--- config.mk ---
export PLATFORM = sky130hd
export DESIGN_NAME = sad_search_ctrl_flat
export DESIGN_NICKNAME = d
export VERILOG_FILES = /design/src/rtl/sad_pkg.sv /design/src/rtl/sad_search_ctrl_if.sv /design/src/rtl/sad_min_tracker.sv /design/src/rtl/sad_search_ctrl.sv /design/src/flat_wrapper.sv
export SDC_FILE = /design/constraint.sdc
export NUM_CORES = 1
export LEC_CHECK = 0
export CAP_MARGIN = 20
export CORE_AREA = 2 2 59 72
export CTS_BUF_LIST = sky130_fd_sc_hd__clkbuf_8
export DETAILED_ROUTE_END_ITERATION = 12
export DIE_AREA = 0 0 61 74
export PLACE_DENSITY = 0.85
export SYNTH_ARGS = -nofsm -noshare
export SYNTH_HDL_FRONTEND = slang
export SYNTH_SLANG_ARGS = --single-unit
--- constraint.sdc ---
create_clock -name clk -period 6.9 [get_ports clk]
set_input_delay 1.725 -clock clk [delete_from_list [all_inputs] [get_ports clk]]
set_output_delay 1.725 -clock clk [all_outputs]
set_load 0.1 [all_outputs]
--- src/rtl/sad_pkg.sv ---
// Shared types and constants for the SAD block-matching search controller
// and the blocks that reuse its minimum tracker.
package sad_pkg;

  typedef enum logic [2:0] {
    IDLE,
    ISSUE,
    DRAIN,
    COMPARE,
    DONE
  } sad_state_e;

  // Memory read latency and afd pipeline depth; DRAIN lasts AFD_LAT cycles.
  localparam int MEM_LAT = 1;
  localparam int AFD_LAT = 2;

  function automatic int sad_width(input int width);
    return width + 8;
  endfunction

  // Index width that stays at least one bit for single-entry ranges.
  function automatic int idx_width(input int n);
    return (n > 1) ? $clog2(n) : 1;
  endfunction

endpackage

--- src/rtl/sad_search_ctrl_if.sv ---
// Control/result bundle between the SAD search sequencer and its
// surroundings: memories, afd accumulator and result consumer.
interface sad_search_ctrl_if
  import sad_pkg::*;
#(
  parameter int WIDTH   = 8,
  parameter int N_PAIRS = 8,
  parameter int N_CAND  = 4
) ();

  localparam int SW = sad_width(WIDTH);
  localparam int OW = idx_width(N_PAIRS);
  localparam int CW = idx_width(N_CAND * N_PAIRS);
  localparam int IW = idx_width(N_CAND);

  logic          start;
  logic          mem_rd;
  logic [OW-1:0] addr_orig;
  logic [CW-1:0] addr_cand;
  logic          afd_en;
  logic          afd_acum;
  logic [SW-1:0] afd_sad;
  logic          sad_valid;
  logic [SW-1:0] sad_value;
  logic [IW-1:0] sad_idx;
  logic [SW-1:0] best_sad;
  logic [IW-1:0] best_idx;
  logic          busy;
  logic          done;

  modport master (
    input  start, afd_sad,
    output mem_rd, addr_orig, addr_cand, afd_en, afd_acum,
           sad_valid, sad_value, sad_idx, best_sad, best_idx, busy, done
  );

  modport slave (
    output start, afd_sad,
    input  mem_rd, addr_orig, addr_cand, afd_en, afd_acum,
           sad_valid, sad_value, sad_idx, best_sad, best_idx, busy, done
  );

endinterface

--- src/rtl/sad_min_tracker.sv ---
// Running minimum of candidate SADs with the index that produced it;
// strict less-than so the earliest candidate wins a tie.
module sad_min_tracker #(
  parameter int SW = 16,
  parameter int IW = 2
) (
  input  logic          clk,
  input  logic          rst,
  input  logic          clear_i,
  input  logic          update_i,
  input  logic [SW-1:0] sad_i,
  input  logic [IW-1:0] idx_i,
  output logic [SW-1:0] best_sad_o,
  output logic [IW-1:0] best_idx_o
);

  logic [SW-1:0] best_sad_q, best_sad_d;
  logic [IW-1:0] best_idx_q, best_idx_d;

  always_comb begin
    best_sad_d = best_sad_q;
    best_idx_d = best_idx_q;
    if (clear_i) begin
      best_sad_d = '1;
      best_idx_d = '0;
    end else if (update_i && (sad_i < best_sad_q)) begin
      best_sad_d = sad_i;
      best_idx_d = idx_i;
    end
  end

  always_ff @(posedge clk) begin
    if (rst) begin
      best_sad_q <= '1;
      best_idx_q <= '0;
    end else begin
      best_sad_q <= best_sad_d;
      best_idx_q <= best_idx_d;
    end
  end

  assign best_sad_o = best_sad_q;
  assign best_idx_o = best_idx_q;

endmodule

--- src/rtl/sad_search_ctrl.sv ---
// Sequencer for block-matching motion search: issues pair reads per
// candidate, steers the afd accumulator and tracks the best candidate.
module sad_search_ctrl
  import sad_pkg::*;
#(
  parameter int WIDTH   = 8,
  parameter int N_PAIRS = 8,
  parameter int N_CAND  = 4
) (
  input logic               clk,
  input logic               rst,
  sad_search_ctrl_if.master bus
);

  localparam int SW = sad_width(WIDTH);
  localparam int OW = idx_width(N_PAIRS);
  localparam int CW = idx_width(N_CAND * N_PAIRS);
  localparam int IW = idx_width(N_CAND);
  localparam int DW = idx_width(AFD_LAT);

  sad_state_e    state_q, state_d;
  logic [OW-1:0] cnt_q, cnt_d;
  logic [IW-1:0] cand_q, cand_d;
  logic [DW-1:0] drain_q, drain_d;
  logic          afd_en_q, afd_acum_q;
  logic          mem_rd, sad_valid, done, clear, update;

  always_comb begin
    state_d   = state_q;
    cnt_d     = cnt_q;
    cand_d    = cand_q;
    drain_d   = drain_q;
    mem_rd    = 1'b0;
    sad_valid = 1'b0;
    done      = 1'b0;
    clear     = 1'b0;
    update    = 1'b0;
    unique case (state_q)
      IDLE: begin
        if (bus.start) begin
          state_d = ISSUE;
          cnt_d   = '0;
          cand_d  = '0;
          drain_d = '0;
          clear   = 1'b1;
        end
      end
      ISSUE: begin
        mem_rd = 1'b1;
        if (cnt_q == OW'(N_PAIRS - 1)) begin
          state_d = DRAIN;
          cnt_d   = '0;
          drain_d = '0;
        end else begin
          cnt_d = cnt_q + OW'(1);
        end
      end
      DRAIN: begin
        if (drain_q == DW'(AFD_LAT - 1)) begin
          state_d = COMPARE;
          drain_d = '0;
        end else begin
          drain_d = drain_q + DW'(1);
        end
      end
      COMPARE: begin
        sad_valid = 1'b1;
        update    = 1'b1;
        if (cand_q == IW'(N_CAND - 1)) begin
          state_d = DONE;
        end else begin
          cand_d  = cand_q + IW'(1);
          cnt_d   = '0;
          state_d = ISSUE;
        end
      end
      DONE: begin
        done    = 1'b1;
        state_d = IDLE;
      end
      default: state_d = IDLE;
    endcase
  end

  // afd_en/afd_acum ride one register behind the read strobe so they meet
  // the synchronous-read data; the first pair of each candidate loads.
  always_ff @(posedge clk) begin
    if (rst) begin
      state_q    <= IDLE;
      cnt_q      <= '0;
      cand_q     <= '0;
      drain_q    <= '0;
      afd_en_q   <= 1'b0;
      afd_acum_q <= 1'b0;
    end else begin
      state_q    <= state_d;
      cnt_q      <= cnt_d;
      cand_q     <= cand_d;
      drain_q    <= drain_d;
      afd_en_q   <= mem_rd;
      afd_acum_q <= mem_rd & (cnt_q != '0);
    end
  end

  sad_min_tracker #(
    .SW(SW),
    .IW(IW)
  ) u_min_tracker (
    .clk       (clk),
    .rst       (rst),
    .clear_i   (clear),
    .update_i  (update),
    .sad_i     (bus.afd_sad),
    .idx_i     (cand_q),
    .best_sad_o(bus.best_sad),
    .best_idx_o(bus.best_idx)
  );

  assign bus.mem_rd    = mem_rd;
  assign bus.addr_orig = cnt_q;
  assign bus.addr_cand = CW'(cand_q) * CW'(N_PAIRS) + CW'(cnt_q);
  assign bus.afd_en    = afd_en_q;
  assign bus.afd_acum  = afd_acum_q;
  assign bus.sad_valid = sad_valid;
  assign bus.sad_value = sad_valid ? bus.afd_sad : '0;
  assign bus.sad_idx   = sad_valid ? cand_q : '0;
  assign bus.busy      = (state_q != IDLE);
  assign bus.done      = done;

endmodule

--- src/flat_wrapper.sv ---
// flat-port wrapper written by rule: the top's interface ports become plain ports
module sad_search_ctrl_flat import sad_pkg::*;
#(
  parameter int WIDTH   = 8,
  parameter int N_PAIRS = 8,
  parameter int N_CAND  = 4
)
  (clk, rst, bus_start, bus_afd_sad, bus_mem_rd, bus_addr_orig, bus_addr_cand, bus_afd_en, bus_afd_acum, bus_sad_valid, bus_sad_value, bus_sad_idx, bus_best_sad, bus_best_idx, bus_busy, bus_done);
  sad_search_ctrl_if #(.WIDTH(WIDTH), .N_PAIRS(N_PAIRS), .N_CAND(N_CAND)) bus_i ();
  input logic clk;
  input logic rst;
  input wire logic [$bits(bus_i.start)-1:0] bus_start;
  input wire logic [$bits(bus_i.afd_sad)-1:0] bus_afd_sad;
  output wire logic [$bits(bus_i.mem_rd)-1:0] bus_mem_rd;
  output wire logic [$bits(bus_i.addr_orig)-1:0] bus_addr_orig;
  output wire logic [$bits(bus_i.addr_cand)-1:0] bus_addr_cand;
  output wire logic [$bits(bus_i.afd_en)-1:0] bus_afd_en;
  output wire logic [$bits(bus_i.afd_acum)-1:0] bus_afd_acum;
  output wire logic [$bits(bus_i.sad_valid)-1:0] bus_sad_valid;
  output wire logic [$bits(bus_i.sad_value)-1:0] bus_sad_value;
  output wire logic [$bits(bus_i.sad_idx)-1:0] bus_sad_idx;
  output wire logic [$bits(bus_i.best_sad)-1:0] bus_best_sad;
  output wire logic [$bits(bus_i.best_idx)-1:0] bus_best_idx;
  output wire logic [$bits(bus_i.busy)-1:0] bus_busy;
  output wire logic [$bits(bus_i.done)-1:0] bus_done;
  assign bus_i.start = bus_start;
  assign bus_i.afd_sad = bus_afd_sad;
  assign bus_mem_rd = bus_i.mem_rd;
  assign bus_addr_orig = bus_i.addr_orig;
  assign bus_addr_cand = bus_i.addr_cand;
  assign bus_afd_en = bus_i.afd_en;
  assign bus_afd_acum = bus_i.afd_acum;
  assign bus_sad_valid = bus_i.sad_valid;
  assign bus_sad_value = bus_i.sad_value;
  assign bus_sad_idx = bus_i.sad_idx;
  assign bus_best_sad = bus_i.best_sad;
  assign bus_best_idx = bus_i.best_idx;
  assign bus_busy = bus_i.busy;
  assign bus_done = bus_i.done;
  sad_search_ctrl #(.WIDTH(WIDTH), .N_PAIRS(N_PAIRS), .N_CAND(N_CAND)) u_core (.clk(clk), .rst(rst), .bus(bus_i));
endmodule
======== Word-level counts from Yosys, hierarchy flattened ========
Cells that the tools add are included.
operators by class
  mux-type cells .......................... 23
  bitwise logic cells ..................... 1
  $add $sub $neg .......................... 4
  magnitude comparators ................... 1
  equal/unequal tests ..................... 10
  reductions and logical operators ........ 12
operators by type and width
  operator                                               number
  2-to-1 mux 3 bit                                       7
  < comparator 16 bit                                    1
  2-to-1 mux 16 bit                                      1
  case mux 3 bit (4 select lines)                        1
  AND reduction 3 bit                                    4
  nonzero test 3 bit                                     4
  case mux 3 bit (3 select lines)                        1
  2-to-1 mux 1 bit                                       8
  equality test 3 x 2 -> 1 bit, second input constant    2
  equality test 3 bit, second input constant             2
  2-to-1 mux 2 bit                                       3
  adder 5 x 3 -> 5 bit                                   1
  inequality test 2 x 1 -> 1 bit, second input constant  2
  inequality test 2 bit, second input constant           2
  case mux 2 bit (2 select lines)                        1
  adder 3 x 1 -> 3 bit, second input constant            1
  equality test 3 x 1 -> 1 bit, second input constant    1
  zero test 3 bit                                        1
  case mux 1 bit (3 select lines)                        1
  adder 2 x 1 -> 2 bit, second input constant            1
  equality test 2 bit, second input constant             1
  nonzero test 2 bit                                     1
  OR reduction 2 bit                                     1
  adder 1 bit, second input constant                     1
  2 further kinds                                        2
word-level totals
  input port bits ......................... 19
  output and inout bits ................... 50
  bits in registers ....................... 29

======== Longest topological paths before layout ========
Gate-level depths: netlist of the first run.
  depth in word-level cells ............... 3
  mapped depth ............................ 9
  mapped depth without buffers ............ 7

======== By module ========
From an unflattened synthesis of the first run, not the netlist that was laid out.
unflattened totals
  cell total of the unflattened synthesis .. 219
  area total of the unflattened synthesis .. 2,042.0 um^2
by module, submodules not included
  module           times used  seq. area each (um^2)  area each (um^2)  cells an instance
  sad_min_tracker  1           360.3                  1,290.0           136
  sad_search_ctrl  1           220.2                  752.0             83

======== Least setup slack after synthesis of the first run ========
OpenSTA, ideal clock, no wires.
  kind .................................... flip-flop to output port
  start ................................... reg u_core.state_q[0]
  end ..................................... out bus_done
  buffers on the path ..................... 1
  stages on the path, launching flop included .. 3
  path slack .............................. 2.426 ns
  arrival time ............................ 2.749 ns
  required time ........................... 5.175 ns
  cell sequence ........................... dfxtp_1 clkbuf_1 nor3b_1
between the ends
  longest elaborated chain between the ends .. 2
RTL lines
  element                   RTL line               RTL
  start: declaration        sad_search_ctrl.sv:21  sad_state_e state_q, state_d;
  start signal: assignment  sad_search_ctrl.sv:96  state_q <= state_d;
  equality test 3 bit       sad_search_ctrl.sv:38  unique case (state_q)
  2-to-1 mux 1 bit          sad_search_ctrl.sv:38
  end: declaration          flat_wrapper.sv:25     output wire logic [$bits(bus_i.done)-1:0] bus_done;
No other way between the ends.

======== Worst setup path in the final report of the first run ========
  start ................................... in bus_afd_sad[4]
  end ..................................... out bus_sad_value[4]
between the ends
  longest elaborated chain between the ends .. 1
RTL lines
  element             RTL line                RTL
  start: declaration  flat_wrapper.sv:13      input wire logic [$bits(bus_i.afd_sad)-1:0] bus_afd_sad;
  2-to-1 mux 16 bit   sad_search_ctrl.sv:125  assign bus.sad_value = sad_valid ? bus.afd_sad : '0;
  end: declaration    flat_wrapper.sv:20      output wire logic [$bits(bus_i.sad_value)-1:0] bus_sad_value;
No other way between the ends.

==> flow_metrics.env, run 1 <==
export IMPL_totalPowerFinal_mw=0.388
export IMPL_synth_top_area_frac=0.325
export IMPL_ir_drop_mv=0.124
export IMPL_place_hpwl_mm=3.28
export IMPL_hp_class="flip-flop to flip-flop"
export IMPL_drtPass1Iterations=4
export IMPL_core_sq_um=3850
export IMPL_grt_pass1_vias=1671
export IMPL_cts_sinks=29
export IMPL_hold_slack_ps=465
export IMPL_synthCells=213
export IMPL_critPathKind="input port to output port"
export IMPL_die_x_um=61
export IMPL_num_vias=1721
export IMPL_final_cell_mix="68 x clkdlybuf4s50_1, 29 x dfxtp_1, 22 x inv_1"
export IMPL_initial_core_util=0.464
export IMPL_io_pins=69
export IMPL_cts_resized=0
export IMPL_die_area_sq_um=4510
export IMPL_power_density_nw_per_um2=152
export IMPL_skew_ps=3.94
export IMPL_setup_viol=0
export IMPL_cts_root_buf="clkbuf_8"
export IMPL_max_freq_ghz=0.190
export IMPL_synth_warnings=0
export IMPL_top_usage_layer="met2"
export IMPL_p_switching_mw=0.122
export IMPL_grt_start_max_net_pins=22
export IMPL_yosysSeqAreaShare=0.325
export IMPL_syn_cell_area_sq_um=1780
export IMPL_use_met1=0.246
export IMPL_min_period_ps=5270
export IMPL_cts_buffers=5
export IMPL_path_clk_slew_ps=60
export IMPL_synth_edff_count=0
export IMPL_cp_data_arrival_time_ps=3550
export IMPL_swShare=0.316
export IMPL_layout_drive_gt1_share=0.0620
export IMPL_drc_errors=0
export IMPL_dieHeight_um=74
export IMPL_rows=25
export IMPL_p_seq_frac=0.451
export IMPL_final_util=0.662
export IMPL_synth_flop_cell="dfxtp_1"
export IMPL_syn_nets=251
export IMPL_cts_setup_buffers=0
export IMPL_antenna_found_initial=0
export IMPL_clockBufferDepth=2
export IMPL_cts_tree="done"
export IMPL_syn_to_final_growth_pct=42.7
export IMPL_timing_setup_tns_ps=0
export IMPL_synth_seq_cells=29
export IMPL_h_tree_depth=2
export IMPL_maxCapViolCount=0
export IMPL_clock_latency_ps=280
export IMPL_grt_util_all_layers=0.214
export IMPL_drt_iter0_markers=104
export IMPL_cts_hold_repair_buffers=0
export IMPL_power_leakage_nw=1.16
export IMPL_synth_area_top_cells="dfxtp_1 33%, ha_1 13%, o211ai_1 6.7%"
export IMPL_port_buffers=68
export IMPL_combPwrFrac=0.206
export IMPL_hold_violations=0
export IMPL_cp_max_fo=3
export IMPL_met2_usage=0.372
export IMPL_fin_cells=328
export IMPL_async_flop_share=0
export IMPL_wl_mm=4.49
export IMPL_slew_violations=0
export IMPL_period_share=0.764
export IMPL_ant_nets=0
export IMPL_cp_start_kind="input port"
export IMPL_fill_cells=347
export IMPL_via_per_inst=5.25
export IMPL_maxSlewHeadroom=0.303
export IMPL_nNetsFinal=311
export IMPL_place_inst=320
export IMPL_wl_per_cell_um=13.7
export IMPL_grt_first_pass_wirelength_mm=7.37
export IMPL_final_common_cell="clkdlybuf4s50_1"
export IMPL_status="complete, no violations"
export IMPL_worst_pin_slew_ps=1040
export IMPL_ys_types=40
export IMPL_pwr_share_clk=0.343
export IMPL_gp_congestion=0.865
export IMPL_synth_top_area_cell="dfxtp_1"
export IMPL_rsz0062_at_grt="no"
export IMPL_post_synth_cell_area_avg_sq_um=8.38
export IMPL_cp_end_kind="output port"
export IMPL_n_antenna_cell=0
export IMPL_power_internal_mw=0.265
export IMPL_grt_overflow_total=0
export IMPL_grtUsageMet3=0.0452
export IMPL_cp_required_ps=5180
-- cells by family after synthesis --
group	after synthesis	synth area share
multiplexers	3	0.0175
AND/OR/NAND/NOR	78	0.254
flip-flops	29	0.325
AO/OA/AOI/OAI	45	0.175
buffers and inverters	39	0.0954
adder cells (fa/ha/maj)	19	0.133
-- area by class of cell --
| cell class | count | area (sq um) | share of cell area |
|---|---|---|---|
| multi-input cells | 145 | 1030 | 0.406 |
| repair buffers | 70 | 699 | 0.275 |
| flip-flops and latches | 29 | 581 | 0.228 |
| inverters | 22 | 82.6 | 0.0324 |
| clock buffers | 5 | 68.8 | 0.0270 |
| well taps | 54 | 67.6 | 0.0265 |
| clock inverters | 3 | 13.8 | 0.00541 |
-- metal layers --
| metal | up-vias | wire [um] |
|---|---|---|
| li1 | 876 | - |
| met4 | 0 | 95 |
| met3 | 10 | 206 |
| met1 | 781 | 1860 |
| met5 | - | 0 |
| met2 | 54 | 2330 |
-- cell usage after synthesis, types with 2 or more instances --
library cell / count
nand4_1: 17
and2_1: 18
a21oi_1: 11
o211ai_1: 16
o21ai_0: 3
or2_2: 3
a21o_1: 3
nor3_1: 6
nor2_1: 12
nor4_1: 2
ha_1: 19
dfxtp_1: 29
inv_1: 21
a22oi_1: 3
nor3b_1: 3
nand2_1: 8
o21bai_1: 2
buf_2: 4
nand2b_1: 2
clkbuf_1: 8
buf_4: 3
mux2i_1: 2
-- worst max-delay path, cell delays in order --
cell,delay [ps]
clkdlybuf4s50_1,530
and2_1,150
clkdlybuf4s50_1,1130
-- through the flow --
| step | area (sq um) | worst slack [ps] |
|---|---|---|
| 2_1_floorplan | 1780 | 2430 |
| 3_3_place_gp | 2450 | 1680 |
| 3_5_place_dp | 2460 | 1650 |
| 4_1_cts | 2550 | 1640 |
| 5_1_grt | 2550 | 1590 |
| 6_report | 2550 | 1630 |
-- flip-flops by register name, indices dropped and copies added (netlist names) --
signal                           cells
u_core.u_min_tracker.best_sad_o     16
u_core.bus.addr_orig                 3
u_core.state_q                       3
u_core.cand_q                        2
u_core.u_min_tracker.best_idx_o      2
u_core.bus.afd_acum                  1
u_core.bus.afd_en                    1
u_core.drain_q                       1
-- power by group through the flow --
stage | registers [mW] | clock network, mW | logic, mW
2_1_floorplan | 0.188 | 0 | 0.0443
3_3_place_gp | 0.179 | 0 | 0.0781
3_5_place_dp | 0.179 | 0 | 0.0795
4_1_cts | 0.175 | 0.137 | 0.0798
5_1_grt | 0.175 | 0.142 | 0.0846
6_report | 0.175 | 0.133 | 0.0797
-- path summary, 6_finish.rpt --
check / start / to / slack [ps] / depth (start not counted)
worst min register to register: u_core.u_min_tracker.best_idx_o[1] / u_core.u_min_tracker.best_idx_o[1] / 470 / 2
worst max register to register: u_core.u_min_tracker.best_sad_o[15] / u_core.u_min_tracker.best_sad_o[5] / 4330 / 7
worst min-delay path: u_core.u_min_tracker.best_idx_o[1] / u_core.u_min_tracker.best_idx_o[1] / 470 / 2
worst max-delay path: bus_afd_sad[4] / bus_sad_value[4] / 1630 / 3
Power figures use the tool's default switching activity.
==> inputs of run 2 (changes only) <==
CORE_AREA = 2 2 61 74   (was 2 2 59 72)
DIE_AREA = 0 0 63 76   (was 0 0 61 74)
PLACE_DENSITY = 0.8   (was 0.85)
clock period = 4.88 ns   (was 6.9 ns; I/O delays follow)
==> run 2 against run 1 <==
Setup slack got worse by 530 ps. Count of clock-buffer cells in the layout rose by 2. Utilization fell by 5.1 points. Via count rose by 3.5%. Sequential power rose by 42%. Worst hold slack improved by 1.2 ps.
==> flow_metrics.env, run 2 (synthesized netlist as in run 1, its figures left out) <==
export IMPL_ant_nets=0
export IMPL_initial_core_util=0.432
export IMPL_register_area_sq_um=581
export IMPL_cts_resized=0
export IMPL_setup_viol=0
export IMPL_path_cells="nand3b_4 > inv_2 > and2_1 > clkdlybuf4s50_1"
export IMPL_via_per_inst=5.40
export IMPL_path_clk_slew_ps=60
export IMPL_syn_to_final_growth_pct=41.4
export IMPL_cp_end_kind="output port"
export IMPL_multiInputGateArea_sq_um=1030
export IMPL_min_delay_start="u_core.u_min_tracker.best_idx_o[0]"
export IMPL_r2r_cells=7
export IMPL_cp_data_arrival_time_ps=2560
export IMPL_num_vias=1782
export IMPL_critPathKind="flip-flop to output port"
export IMPL_maxCapViolCount=0
export IMPL_cp_start_kind="flip-flop"
export IMPL_port_buffers=68
export IMPL_fill_cells=359
export IMPL_worst_pin_slew_ps=1020
export IMPL_min_period_ps=3780
export IMPL_cts_root_buf="clkbuf_8"
export IMPL_grt_pass1_vias=1684
export IMPL_power_leakage_nw=1.20
export IMPL_place_inst=322
export IMPL_power_density_nw_per_um2=231
export IMPL_cts_hold_repair_buffers=0
export IMPL_nNetsFinal=311
export IMPL_final_common_cell="clkdlybuf4s50_1"
export IMPL_grt_overflow_total=0
export IMPL_rsz0062_at_grt="no"
export IMPL_largest_reg_flops=16
export IMPL_antenna_found_initial=0
export IMPL_grt_util_all_layers=0.198
export IMPL_cp_max_fo=21
export IMPL_hp_class="flip-flop to flip-flop"
export IMPL_crit_slowest_cell="clkdlybuf4s50_1"
export IMPL_status="complete, no violations"
export IMPL_place_hpwl_mm=3.25
export IMPL_fin_ws_ps=1100
export IMPL_dieHeight_um=76
export IMPL_grt_start_max_net_pins=22
export IMPL_drtPass1Iterations=4
export IMPL_drc_errors=0
export IMPL_clock_latency_ps=290
export IMPL_ir_drop_mv=0.193
export IMPL_timing_setup_tns_ps=0
export IMPL_cts_sinks=29
export IMPL_h_tree_depth=2
export IMPL_wl_mm=4.42
export IMPL_hold_violations=0
export IMPL_fin_cells=330
export IMPL_hold_path_end="u_core.u_min_tracker.best_idx_o[0]"
export IMPL_clockBufferDepth=2
export IMPL_reg2reg_slack_ps=2350
export IMPL_grt_first_pass_wirelength_mm=7.53
export IMPL_cts_setup_buffers=0
export IMPL_final_cell_mix="52 x clkdlybuf4s50_1, 29 x dfxtp_1, 21 x inv_1"
export IMPL_cts_tree="done"
export IMPL_n_antenna_cell=0
export IMPL_cts_buffers=5
export IMPL_maxSlewHeadroom=0.317
export IMPL_hold_depth=2
export IMPL_period_share=0.775
export IMPL_critPathMaxStageDelay_ps=1130
export IMPL_worstReg2RegEnd="u_core.u_min_tracker.best_sad_o[2]"
export IMPL_cp_required_ps=3660
export IMPL_layout_drive_gt1_share=0.124
export IMPL_die_x_um=63
export IMPL_die_area_sq_um=4790
export IMPL_slew_violations=0
export IMPL_hold_slack_ps=466
export IMPL_rows=26
export IMPL_drt_iter0_markers=77
export IMPL_r2r_start="u_core.u_min_tracker.best_sad_o[15]"
export IMPL_io_pins=69
export IMPL_skew_ps=3.78
export IMPL_max_freq_ghz=0.265
export IMPL_post_place_ws_ps=1050
export IMPL_wl_per_cell_um=13.4
export IMPL_gp_congestion=0.786
export IMPL_final_util=0.611
export IMPL_core_sq_um=4130
run 2: layout make-up:
cell class | count | area share
clock inverters | 1 | 0.00198
inverters | 22 | 0.0327
well taps | 56 | 0.0278
clock buffers | 7 | 0.0382
flip-flops and latches | 29 | 0.230
multi-input cells | 145 | 0.410
repair buffers | 70 | 0.260
run 2: critical path, delay by kind of cell, from the launching register on:
kind	cells	cell delay (ps)
simple gates	2	310
buf+inv	2	1390
flops	1	570
run 2: metal layers:
layer / up-vias / share of wire / track usage
met3: 5 / 0.058 / 0.0547
met1: 840 / 0.43 / 0.227
met5: - / 0 / 0
met2: 65 / 0.49 / 0.339
li1: 872 / - / -
met4: 0 / 0.017 / 0.0844
run 2: per-stage QoR:
step                      area [sq um]  power (mW)
after floorplan                   1780       0.329
after global placement            2420       0.363
after detailed placement          2420       0.365
after CTS                         2520       0.592
after global routing              2520       0.613
final                             2520       0.583
run 2: worst max-delay path by stage:
stage / to / slack [ps] / startpoint
3_5_place_dp: u_core.u_min_tracker.best_sad_o[2] / 1050 / bus_afd_sad[15]
3_3_place_gp: u_core.u_min_tracker.best_sad_o[9] / 1100 / bus_afd_sad[15]
6_report: bus_sad_idx[0] / 1100 / u_core.state_q[0]
5_1_grt: bus_sad_idx[0] / 960 / u_core.state_q[0]
2_1_floorplan: bus_done / 910 / u_core.state_q[0]
4_1_cts: bus_sad_idx[0] / 1080 / u_core.state_q[0]
run 2: where the power goes:
| part | switching [mW] | internal (mW) | leakage, nW |
|---|---|---|---|
| logic | 0.0743 | 0.0376 | 0.911 |
| clock network | 0.0963 | 0.127 | 0.0542 |
| registers | 0.00661 | 0.241 | 0.235 |
